--- config.mk ---
export PLATFORM = sky130hd
export DESIGN_NAME = rx_serial_7e1_flat
export DESIGN_NICKNAME = d
export VERILOG_FILES = /design/src/rtl/rx_serial_7e1_if.sv /design/src/rtl/rx_serial_7e1.sv /design/src/flat_wrapper.sv
export SDC_FILE = /design/constraint.sdc
export NUM_CORES = 1
export LEC_CHECK = 0
export BUFFER_PORTS_ARGS = -buffer_cell sky130_fd_sc_hd__buf_4
export CAP_MARGIN = 20
export CORE_ASPECT_RATIO = 1.1
export CORE_MARGIN = 3
export CORE_UTILIZATION = 30
export DETAILED_ROUTE_END_ITERATION = 16
export GPL_TIMING_DRIVEN = 0
export SLEW_MARGIN = 15
export SYNTH_ARGS = -nofsm -noshare
export SYNTH_HDL_FRONTEND = slang
export SYNTH_SLANG_ARGS = --single-unit
--- constraint.sdc ---
create_clock -name clock -period 1.6 [get_ports clock]
set_clock_uncertainty 0.2 [all_clocks]
set_input_delay 0.48 -clock clock [delete_from_list [all_inputs] [get_ports clock]]
set_output_delay 0.48 -clock clock [all_outputs]
set_load 0.01 [all_outputs]
--- src/rtl/rx_serial_7e1_if.sv ---
// Signal bundle between the 7E1 serial receiver and its consumer.
// The master side is the receiver; the slave side drives the line and the acknowledge.
interface rx_serial_7e1_if;
    logic       dado_serial;
    logic       recebe_dado;
    logic [6:0] dados_ascii;
    logic       paridade_ok;
    logic       erro_quadro;
    logic       pronto;
    logic       tem_dado;
    logic [3:0] db_estado;

    modport master (
        input  dado_serial,
        input  recebe_dado,
        output dados_ascii,
        output paridade_ok,
        output erro_quadro,
        output pronto,
        output tem_dado,
        output db_estado
    );

    modport slave (
        output dado_serial,
        output recebe_dado,
        input  dados_ascii,
        input  paridade_ok,
        input  erro_quadro,
        input  pronto,
        input  tem_dado,
        input  db_estado
    );
endinterface

--- src/rtl/rx_serial_7e1.sv ---
// Asynchronous serial receiver, 7 data bits + even parity + 1 stop (7E1).
// Samples each bit mid-period using a modulo-M bit timer after a verified start bit.
module rx_serial_7e1 #(
    parameter int M = 434,
    parameter int N = 9
) (
    input  logic          clock,
    input  logic          reset,
    rx_serial_7e1_if.master bus
);

    typedef enum logic [3:0] {
        INICIAL      = 4'd0,
        ESPERA_START = 4'd1,
        MEIO_START   = 4'd2,
        ESPERA_BIT   = 4'd3,
        AMOSTRA      = 4'd4,
        ARMAZENA     = 4'd5,
        FINAL        = 4'd6
    } state_t;

    localparam logic [N-1:0] TIMER_LAST = N'(M - 1);
    localparam logic [N-1:0] HALF_LAST  = N'(M / 2 - 1);

    state_t       state, state_next;
    logic         sync_a, rx;
    logic [N-1:0] timer;
    logic         zera_s, conta, fim;
    logic [3:0]   bit_cnt;
    logic         zera_c, inc_c;
    logic         shift, store;
    logic [8:0]   shreg;
    logic [6:0]   dados_q;
    logic         paridade_q, erro_q, tem_q;

    // NOTE: sequential state always uses <= so every flop samples pre-edge values.
    always_ff @(posedge clock) begin
        if (reset) begin
            sync_a <= 1'b1;
            rx     <= 1'b1;
        end else begin
            sync_a <= bus.dado_serial;
            rx     <= sync_a;
        end
    end

    // Bit timer: clear has priority, counting wraps from M-1 back to 0.
    assign fim = (timer == TIMER_LAST);

    always_ff @(posedge clock) begin
        if (reset || zera_s) begin
            timer <= '0;
        end else if (conta) begin
            timer <= fim ? '0 : timer + 1'b1;
        end
    end

    always_ff @(posedge clock) begin
        if (reset || zera_c) begin
            bit_cnt <= '0;
        end else if (inc_c) begin
            bit_cnt <= bit_cnt + 1'b1;
        end
    end

    always_ff @(posedge clock) begin
        if (reset) begin
            shreg <= '0;
        end else if (shift) begin
            shreg <= {rx, shreg[8:1]};
        end
    end

    always_ff @(posedge clock) begin
        if (reset) begin
            state <= INICIAL;
        end else begin
            state <= state_next;
        end
    end

    // NOTE: every signal gets a default before the case so no latch can be inferred.
    always_comb begin
        state_next = state;
        zera_s     = 1'b0;
        conta      = 1'b0;
        zera_c     = 1'b0;
        inc_c      = 1'b0;
        shift      = 1'b0;
        store      = 1'b0;
        unique case (state)
            INICIAL: begin
                zera_s     = 1'b1;
                zera_c     = 1'b1;
                state_next = ESPERA_START;
            end
            ESPERA_START: begin
                zera_s = 1'b1;
                zera_c = 1'b1;
                if (!rx) state_next = MEIO_START;
            end
            MEIO_START: begin
                conta = 1'b1;
                if (timer == HALF_LAST) begin
                    zera_s     = 1'b1;
                    state_next = rx ? ESPERA_START : ESPERA_BIT;
                end
            end
            ESPERA_BIT: begin
                conta = 1'b1;
                if (fim) state_next = AMOSTRA;
            end
            AMOSTRA: begin
                // Keep the timer running so consecutive samples stay exactly M apart.
                conta      = 1'b1;
                shift      = 1'b1;
                inc_c      = 1'b1;
                state_next = (bit_cnt == 4'd8) ? ARMAZENA : ESPERA_BIT;
            end
            ARMAZENA: begin
                store      = 1'b1;
                state_next = FINAL;
            end
            FINAL: begin
                state_next = ESPERA_START;
            end
            default: begin
                state_next = INICIAL;
            end
        endcase
    end

    always_ff @(posedge clock) begin
        if (reset) begin
            dados_q    <= '0;
            paridade_q <= 1'b0;
            erro_q     <= 1'b0;
            tem_q      <= 1'b0;
        end else begin
            if (store) begin
                dados_q    <= shreg[6:0];
                paridade_q <= ~(^shreg[7:0]);
                erro_q     <= ~shreg[8];
            end
            if (store) begin
                tem_q <= 1'b1;
            end else if (bus.recebe_dado) begin
                tem_q <= 1'b0;
            end
        end
    end

    assign bus.dados_ascii = dados_q;
    assign bus.paridade_ok = paridade_q;
    assign bus.erro_quadro = erro_q;
    assign bus.tem_dado    = tem_q;
    assign bus.pronto      = (state == FINAL);
    assign bus.db_estado   = state;

endmodule

--- src/flat_wrapper.sv ---
// flat-port wrapper written by rule: the top's interface ports become plain ports
module rx_serial_7e1_flat 
#(
    parameter int M = 434,
    parameter int N = 9
)
  (clock, reset, bus_dado_serial, bus_recebe_dado, bus_dados_ascii, bus_paridade_ok, bus_erro_quadro, bus_pronto, bus_tem_dado, bus_db_estado);
  rx_serial_7e1_if bus_i ();
  input  logic clock;
  input  logic reset;
  input wire logic [$bits(bus_i.dado_serial)-1:0] bus_dado_serial;
  input wire logic [$bits(bus_i.recebe_dado)-1:0] bus_recebe_dado;
  output wire logic [$bits(bus_i.dados_ascii)-1:0] bus_dados_ascii;
  output wire logic [$bits(bus_i.paridade_ok)-1:0] bus_paridade_ok;
  output wire logic [$bits(bus_i.erro_quadro)-1:0] bus_erro_quadro;
  output wire logic [$bits(bus_i.pronto)-1:0] bus_pronto;
  output wire logic [$bits(bus_i.tem_dado)-1:0] bus_tem_dado;
  output wire logic [$bits(bus_i.db_estado)-1:0] bus_db_estado;
  assign bus_i.dado_serial = bus_dado_serial;
  assign bus_i.recebe_dado = bus_recebe_dado;
  assign bus_dados_ascii = bus_i.dados_ascii;
  assign bus_paridade_ok = bus_i.paridade_ok;
  assign bus_erro_quadro = bus_i.erro_quadro;
  assign bus_pronto = bus_i.pronto;
  assign bus_tem_dado = bus_i.tem_dado;
  assign bus_db_estado = bus_i.db_estado;
  rx_serial_7e1 #(.M(M), .N(N)) u_core (.clock(clock), .reset(reset), .bus(bus_i));
endmodule
==> metrics.cfg, run 1 <==
[clock_tree]
cts.sinks=37
cts_made_buffers=5
path_clk_slew_ps=80
clock_latency_ps=300
cts_tree=built
htreeDepth=2
clockRootBuffer=clkbuf_8
ctsHoldBuffers=0
cts_buffer_depth=2

[logic_synthesis]
postSynth.asyncResetShare_pct=0
synthFlopType=dfxtp_1
synthCells=196
synth-edff-count=0
ys_warn_count=0
syn_area_mm2=0.00175
syn_area_per_cell_um2=8.92
synthesis.nets=205
ys_types=44
yosysSeqAreaShare_pct=42.3
ys_seq_elements=37

[finish]
stdcell_count=319
drive_gt1_share_pct=35.2
area_growth_pct=39.8
nets=252
utilization_pct=44.4
final_cell_mix=34 x buf_4, 32 x dfxtp_1, 26 x nor2_1
diodes=0
layout_commonest_cell=buf_4

[pwr]
max-vdd-ir-drop_uv=280
powerDensity_mw_per_mm2=740
p_leak_nw=0.990

[worst_setup_path]
r2r_slack_ps=-80
path_max_fanout=2
r2r-start=u_core.bus.db_estado[2]
crit_path_start=u_core.bus.db_estado[0]
r2r_cells=6
r2r-end=u_core.bus.db_estado[1]
worstPathRequired_ps=920
end_kind=output pin
crit_type=flop to output pin
cp.arrival_ps=1060
startpoint_type=flop

[min_path]
min_from=bus_dado_serial
holdPathEnd=u_core.sync_a
min_path_type=input pin to flop
holdPathStages=2

[detailed_routing]
via_per_inst=4.70
drtIter0Drc=100
route.detailed.drc=0
finalWirelength_um=4260
avgRoutedWirePerCell_um=13.3
first_pass_iters=4
final_antenna_net_count=0
dr_total_vias=1499

[floorplan]
start_util_pct=31.8
die_h_um=86.1
die_w_um=78.8
num_rows=28
die_area_mm2=0.00678
io_pins=19
core-area_mm2=0.00550

[grt]
grt_start_max_net_pins=13
grt_pass1_wl_um=6880
grt.total_usage_pct=12.9
overflow=0
grt_pass1_vias=1416
antenna_found_initial=0

[run_status]
failed_checks=negative setup slack
status=finished, violations left

[placed_design]
gp_congestion=0.778
dp_hpwl_um=2510
place.port_buffers=17
dp_cells=288
pre_cts_ws_ps=-196

[sta]
setup_viol=10
holdWs_ps=161
max_freq_mhz=576
worst_slack_ps=-136
final_max_slew_viol_count=0
relSlewSlack_pct=65.4
fin_crit_ps=1740
hold_viol=0
period_share_pct=108
worst_pin_slew_ps=519
grt_setup_unrepaired=yes

[run]
maxCapViolations=0

worst max-delay path, cell delays in order (launching register included):
cell	delay [ps]
dfxtp_4	350
buf_6	120
inv_4	40
and3_4	160
buf_6	90
cells in the mapped netlist (2+ instances only):
cell type	instances	share of area (%)
dfxtp_1	37	42
nor2_1	27	5.8
nand2_1	21	4.5
a21oi_1	16	4.6
xor2_1	8	4.0
inv_1	7	1.5
mux2i_1	7	4.0
xnor2_1	7	3.5
ha_1	5	3.6
and3_1	4	1.4
buf_2	4	1.1
nand3b_1	4	1.7
a22oi_1	3	1.3
clkbuf_1	3	0.64
nor2b_1	3	1.1
o2111ai_1	3	1.5
o21ai_0	3	0.86
a31oi_1	2	0.72
and2_1	2	0.72
and4_1	2	1.0
mux2_2	2	1.3
nand2b_1	2	0.72
o211ai_1	2	0.86
or2_2	2	0.72
timing repair:
action / CTS / global route
endpoints found under the hold margin: 0 / 0
buffers inserted: 17 / 5
setup endpoints to repair: 31 / 33
pin swaps: 13 / 9
resized for setup: 38 / 15
cloned: 0 / 1
where the power goes:
group          leakage (nW)  switching, mW  internal, mW  total (mW)
Combinational         0.637         0.0929        0.0787       0.172
Clock                0.0512          0.357         0.349       0.706
Sequential            0.302        0.00613         0.925       0.931
logic make-up after synthesis:
group                    Yosys count  share of synthesized area, %
AND/OR/NAND/NOR                   75                          22.2
AO/OA/AOI/OAI                     37                          14.2
flip-flops                        37                          42.3
buffers and inverters             17                          4.65
XOR/XNOR                          15                          7.51
multiplexers                       9                          5.29
adder cells (fa/ha/maj)            5                          3.58
other                              1                         0.214
sequential cells by signal (all words and copies together) (netlist names):
| name | cells |
|---|---|
| u_core.timer | 9 |
| u_core.bus.erro_quadro | 1 |
| u_core.bus.db_estado | 3 |
| u_core.bus.tem_dado | 1 |
| u_core.sync_a | 1 |
| u_core.bus.dados_ascii | 7 |
| u_core.shreg | 9 |
| u_core.rx | 1 |
| u_core.bus.paridade_ok | 1 |
| u_core.bit_cnt | 4 |
how the worst max path moves through the flow:
stage	to	slack, ps	cells past startpoint
6_report	bus_pronto	-140	4
5_1_grt	bus_pronto	-160	4
4_1_cts	bus_pronto	-130	4
3_5_place_dp	u_core.shreg[7]	-200	4
3_3_place_gp	u_core.bus.db_estado[2]	-200	4
2_1_floorplan	u_core.timer[7]	6	6
through the flow:
step	area (um2)	power (mW)	setup TNS, ps
after floorplan	1760	1.04	0
after global placement	1980	1.07	-4830
after detailed placement	1980	1.07	-4640
after CTS	2350	1.81	-301
after global routing	2440	1.88	-1870
final	2440	1.81	-674
routing by layer:
metal / GRT usage [%] / up-vias / share of wire, %
li1: - / 763 / -
met5: 0 / - / 0
met1: 17.2 / 703 / 47
met3: 2.63 / 6 / 3.2
met4: 5.41 / 0 / 1.5
met2: 20.2 / 27 / 49
layout make-up:
class | count | area (um2)
clock buffer | 6 | 82.6
multi-input combinational | 142 | 1040
inverter | 7 | 33.8
timing repair buffer | 40 | 344
buffer | 10 | 83.8
fill | 537 | 3060
sequential | 37 | 757
tap | 75 | 93.8
clock inverter | 2 | 13.8
No activity file was read; power rests on OpenSTA's default activity.
==> run 2, diff against run 1 <==
--- a/config.mk
+++ b/config.mk
@@ -7,11 +7,14 @@
 export LEC_CHECK = 0
 export BUFFER_PORTS_ARGS = -buffer_cell sky130_fd_sc_hd__buf_4
 export CAP_MARGIN = 20
+export CELL_PAD_IN_SITES_DETAIL_PLACEMENT = 0
+export CELL_PAD_IN_SITES_GLOBAL_PLACEMENT = 1
 export CORE_ASPECT_RATIO = 1.1
 export CORE_MARGIN = 3
 export CORE_UTILIZATION = 30
 export DETAILED_ROUTE_END_ITERATION = 16
 export GPL_TIMING_DRIVEN = 0
+export PLACE_DENSITY_LB_ADDON = 0.1
 export SLEW_MARGIN = 15
 export SYNTH_ARGS = -nofsm -noshare
 export SYNTH_HDL_FRONTEND = slang
==> metrics.cfg, run 2 (synthesized netlist as in run 1, its figures left out) <==
[sta]
setup_viol=8  ; was 10
fin_crit_ps=1720  ; was 1740 ps
worst_slack_ps=-117  ; was -136 ps
hold_viol=0  ; unchanged
final_max_slew_viol_count=0  ; unchanged
period_share_pct=107  ; was 108%
max_freq_mhz=582  ; was 576 MHz
grt_setup_unrepaired=yes  ; unchanged

[min_path]
holdPathStages=2  ; unchanged
min_path_type=input pin to flop  ; unchanged
min_from=bus_dado_serial  ; unchanged
holdPathEnd=u_core.sync_a  ; unchanged

[pwr]
p_leak_nw=0.987  ; was 0.990 nW
powerDensity_mw_per_mm2=725  ; was 740 mW/mm2
max-vdd-ir-drop_uv=315  ; was 280 uV

[run_status]
status=finished, violations left  ; unchanged
failed_checks=negative setup slack  ; unchanged

[worst_setup_path]
path_max_fanout=2  ; unchanged
worstPathRequired_ps=920  ; about the same
cp_num_buf_inv=3  ; unchanged
crit_top_cell=buf_6  ; unchanged
max_stage_delay_ps=350  ; about the same
crit_chain=buf_6 -> inv_4 -> and3_4 -> buf_6  ; unchanged
r2r_cells=6  ; unchanged
cp.arrival_ps=1040  ; was 1060 ps
startpoint_type=flop  ; unchanged
cpMaxStageDelayCell=dfxtp_4  ; unchanged
crit_family=flip-flops  ; unchanged
end_kind=output pin  ; unchanged
r2r-start=u_core.timer[0]  ; was u_core.bus.db_estado[2]
r2r_slack_ps=-60  ; was -80 ps
crit_type=flop to output pin  ; unchanged
r2r-end=u_core.bus.db_estado[1]  ; unchanged

[clock_tree]
htreeDepth=2  ; unchanged
cts.sinks=37  ; unchanged
ctsHoldBuffers=0  ; unchanged
cts_made_buffers=5  ; unchanged
clock_latency_ps=280  ; was 300 ps
cts_tree=built  ; unchanged
clockRootBuffer=clkbuf_8  ; unchanged
path_clk_slew_ps=70  ; was 80 ps
cts_buffer_depth=2  ; unchanged

[grt]
overflow=0  ; unchanged
grt.total_usage_pct=12.7  ; was 12.9%
grt_pass1_wl_um=6870  ; was 6880 um
grt_pass1_vias=1478  ; was 1,416
grt_start_max_net_pins=13  ; unchanged
antenna_found_initial=0  ; unchanged

[finish]
n_fill_cell=542  ; was 537
area_growth_pct=38.5  ; was 39.8%
nets=251  ; was 252
layout_commonest_cell=buf_4  ; unchanged
final_cell_mix=32 x buf_4, 31 x dfxtp_1, 25 x nor2_1  ; was 34 x buf_4, 32 x dfxtp_1, 26 x nor2_1
drive_gt1_share_pct=36.2  ; was 35.2%
diodes=0  ; unchanged
stdcell_count=318  ; was 319

[detailed_routing]
via_per_inst=4.68  ; was 4.70
final_antenna_net_count=0  ; unchanged
finalWirelength_um=4080  ; was 4260 um
first_pass_iters=4  ; unchanged
drtIter0Drc=32  ; was 100
dr_total_vias=1488  ; was 1,499
route.detailed.drc=0  ; unchanged
avgRoutedWirePerCell_um=12.8  ; was 13.3 um

[floorplan]
die_area_mm2=0.00678  ; unchanged
start_util_pct=31.8  ; unchanged
core-area_mm2=0.00550  ; unchanged
io_pins=19  ; unchanged
num_rows=28  ; unchanged
die_w_um=78.8  ; unchanged
die_h_um=86.1  ; unchanged

[placed_design]
dp_hpwl_um=2730  ; was 2510 um
dp_cells=288  ; unchanged
pre_cts_ws_ps=-235  ; was -196 ps
gp_congestion=0.706  ; was 0.778
place.port_buffers=17  ; unchanged

[run]
maxCapViolations=0  ; unchanged

-- run 2: power breakdown --
part | internal (mW) | leakage (nW) | switching [mW]
logic | 0.0863 | 0.641 | 0.0949
registers | 0.925 | 0.303 | 0.00632
clock network | 0.301 | 0.0439 | 0.343
total | 1.31 | 0.987 | 0.444
-- run 2: worst max-delay path by stage --
stage	start	end	slack [ps]	depth (start not counted)
after floorplan	u_core.timer[0]	u_core.timer[7]	6	6
after CTS	u_core.bus.db_estado[0]	bus_pronto	-130	4
after global placement	reset	u_core.bus.dados_ascii[5]	-180	4
after global routing	u_core.bus.db_estado[0]	bus_pronto	-150	4
final	u_core.bus.db_estado[0]	bus_pronto	-120	4
after detailed placement	reset	u_core.bit_cnt[0]	-240	4
-- run 2: layout make-up --
type	count	area, um2	share of cell area (%)
inverter	7	33.8	1.39
timing repair buffer	39	332	13.7
clock buffer	5	68.8	2.84
tap	75	93.8	3.87
multi-input combinational	142	1030	42.6
sequential	37	758	31.3
clock inverter	3	17.5	0.723
buffer	10	87.6	3.62
-- run 2: metrics by stage --
step | hold slack, ps | TNS, ps | util (%) | area [um2] | power [mW]
3_5_place_dp | 202 | -5400 | 36.0 | 1980 | 1.08
4_1_cts | 166 | -262 | 41.9 | 2300 | 1.77
2_1_floorplan | 189 | 0 | - | 1760 | 1.04
5_1_grt | 184 | -1020 | 44.0 | 2420 | 1.84
6_report | 178 | -337 | 44.0 | 2420 | 1.76
3_3_place_gp | 197 | -4590 | 36.0 | 1980 | 1.07
-- run 2: what timing repair did --
item / CTS / global route
pin swaps: 9 / 11
buffers inserted: 17 / 6
hold endpoints to repair: 0 / 0
endpoints found under the setup margin: 34 / 33
gates resized for setup: 35 / 24
-- run 2: layer usage --
layer	vias up	global-route usage (%)	routed length, um	part of all wire, %
met5	-	0	0	0
met4	0	5.25	63	1.5
met3	7	3.78	155	3.8
met2	23	22.2	2030	50
met1	699	14.4	1830	45
li1	759	-	-	-
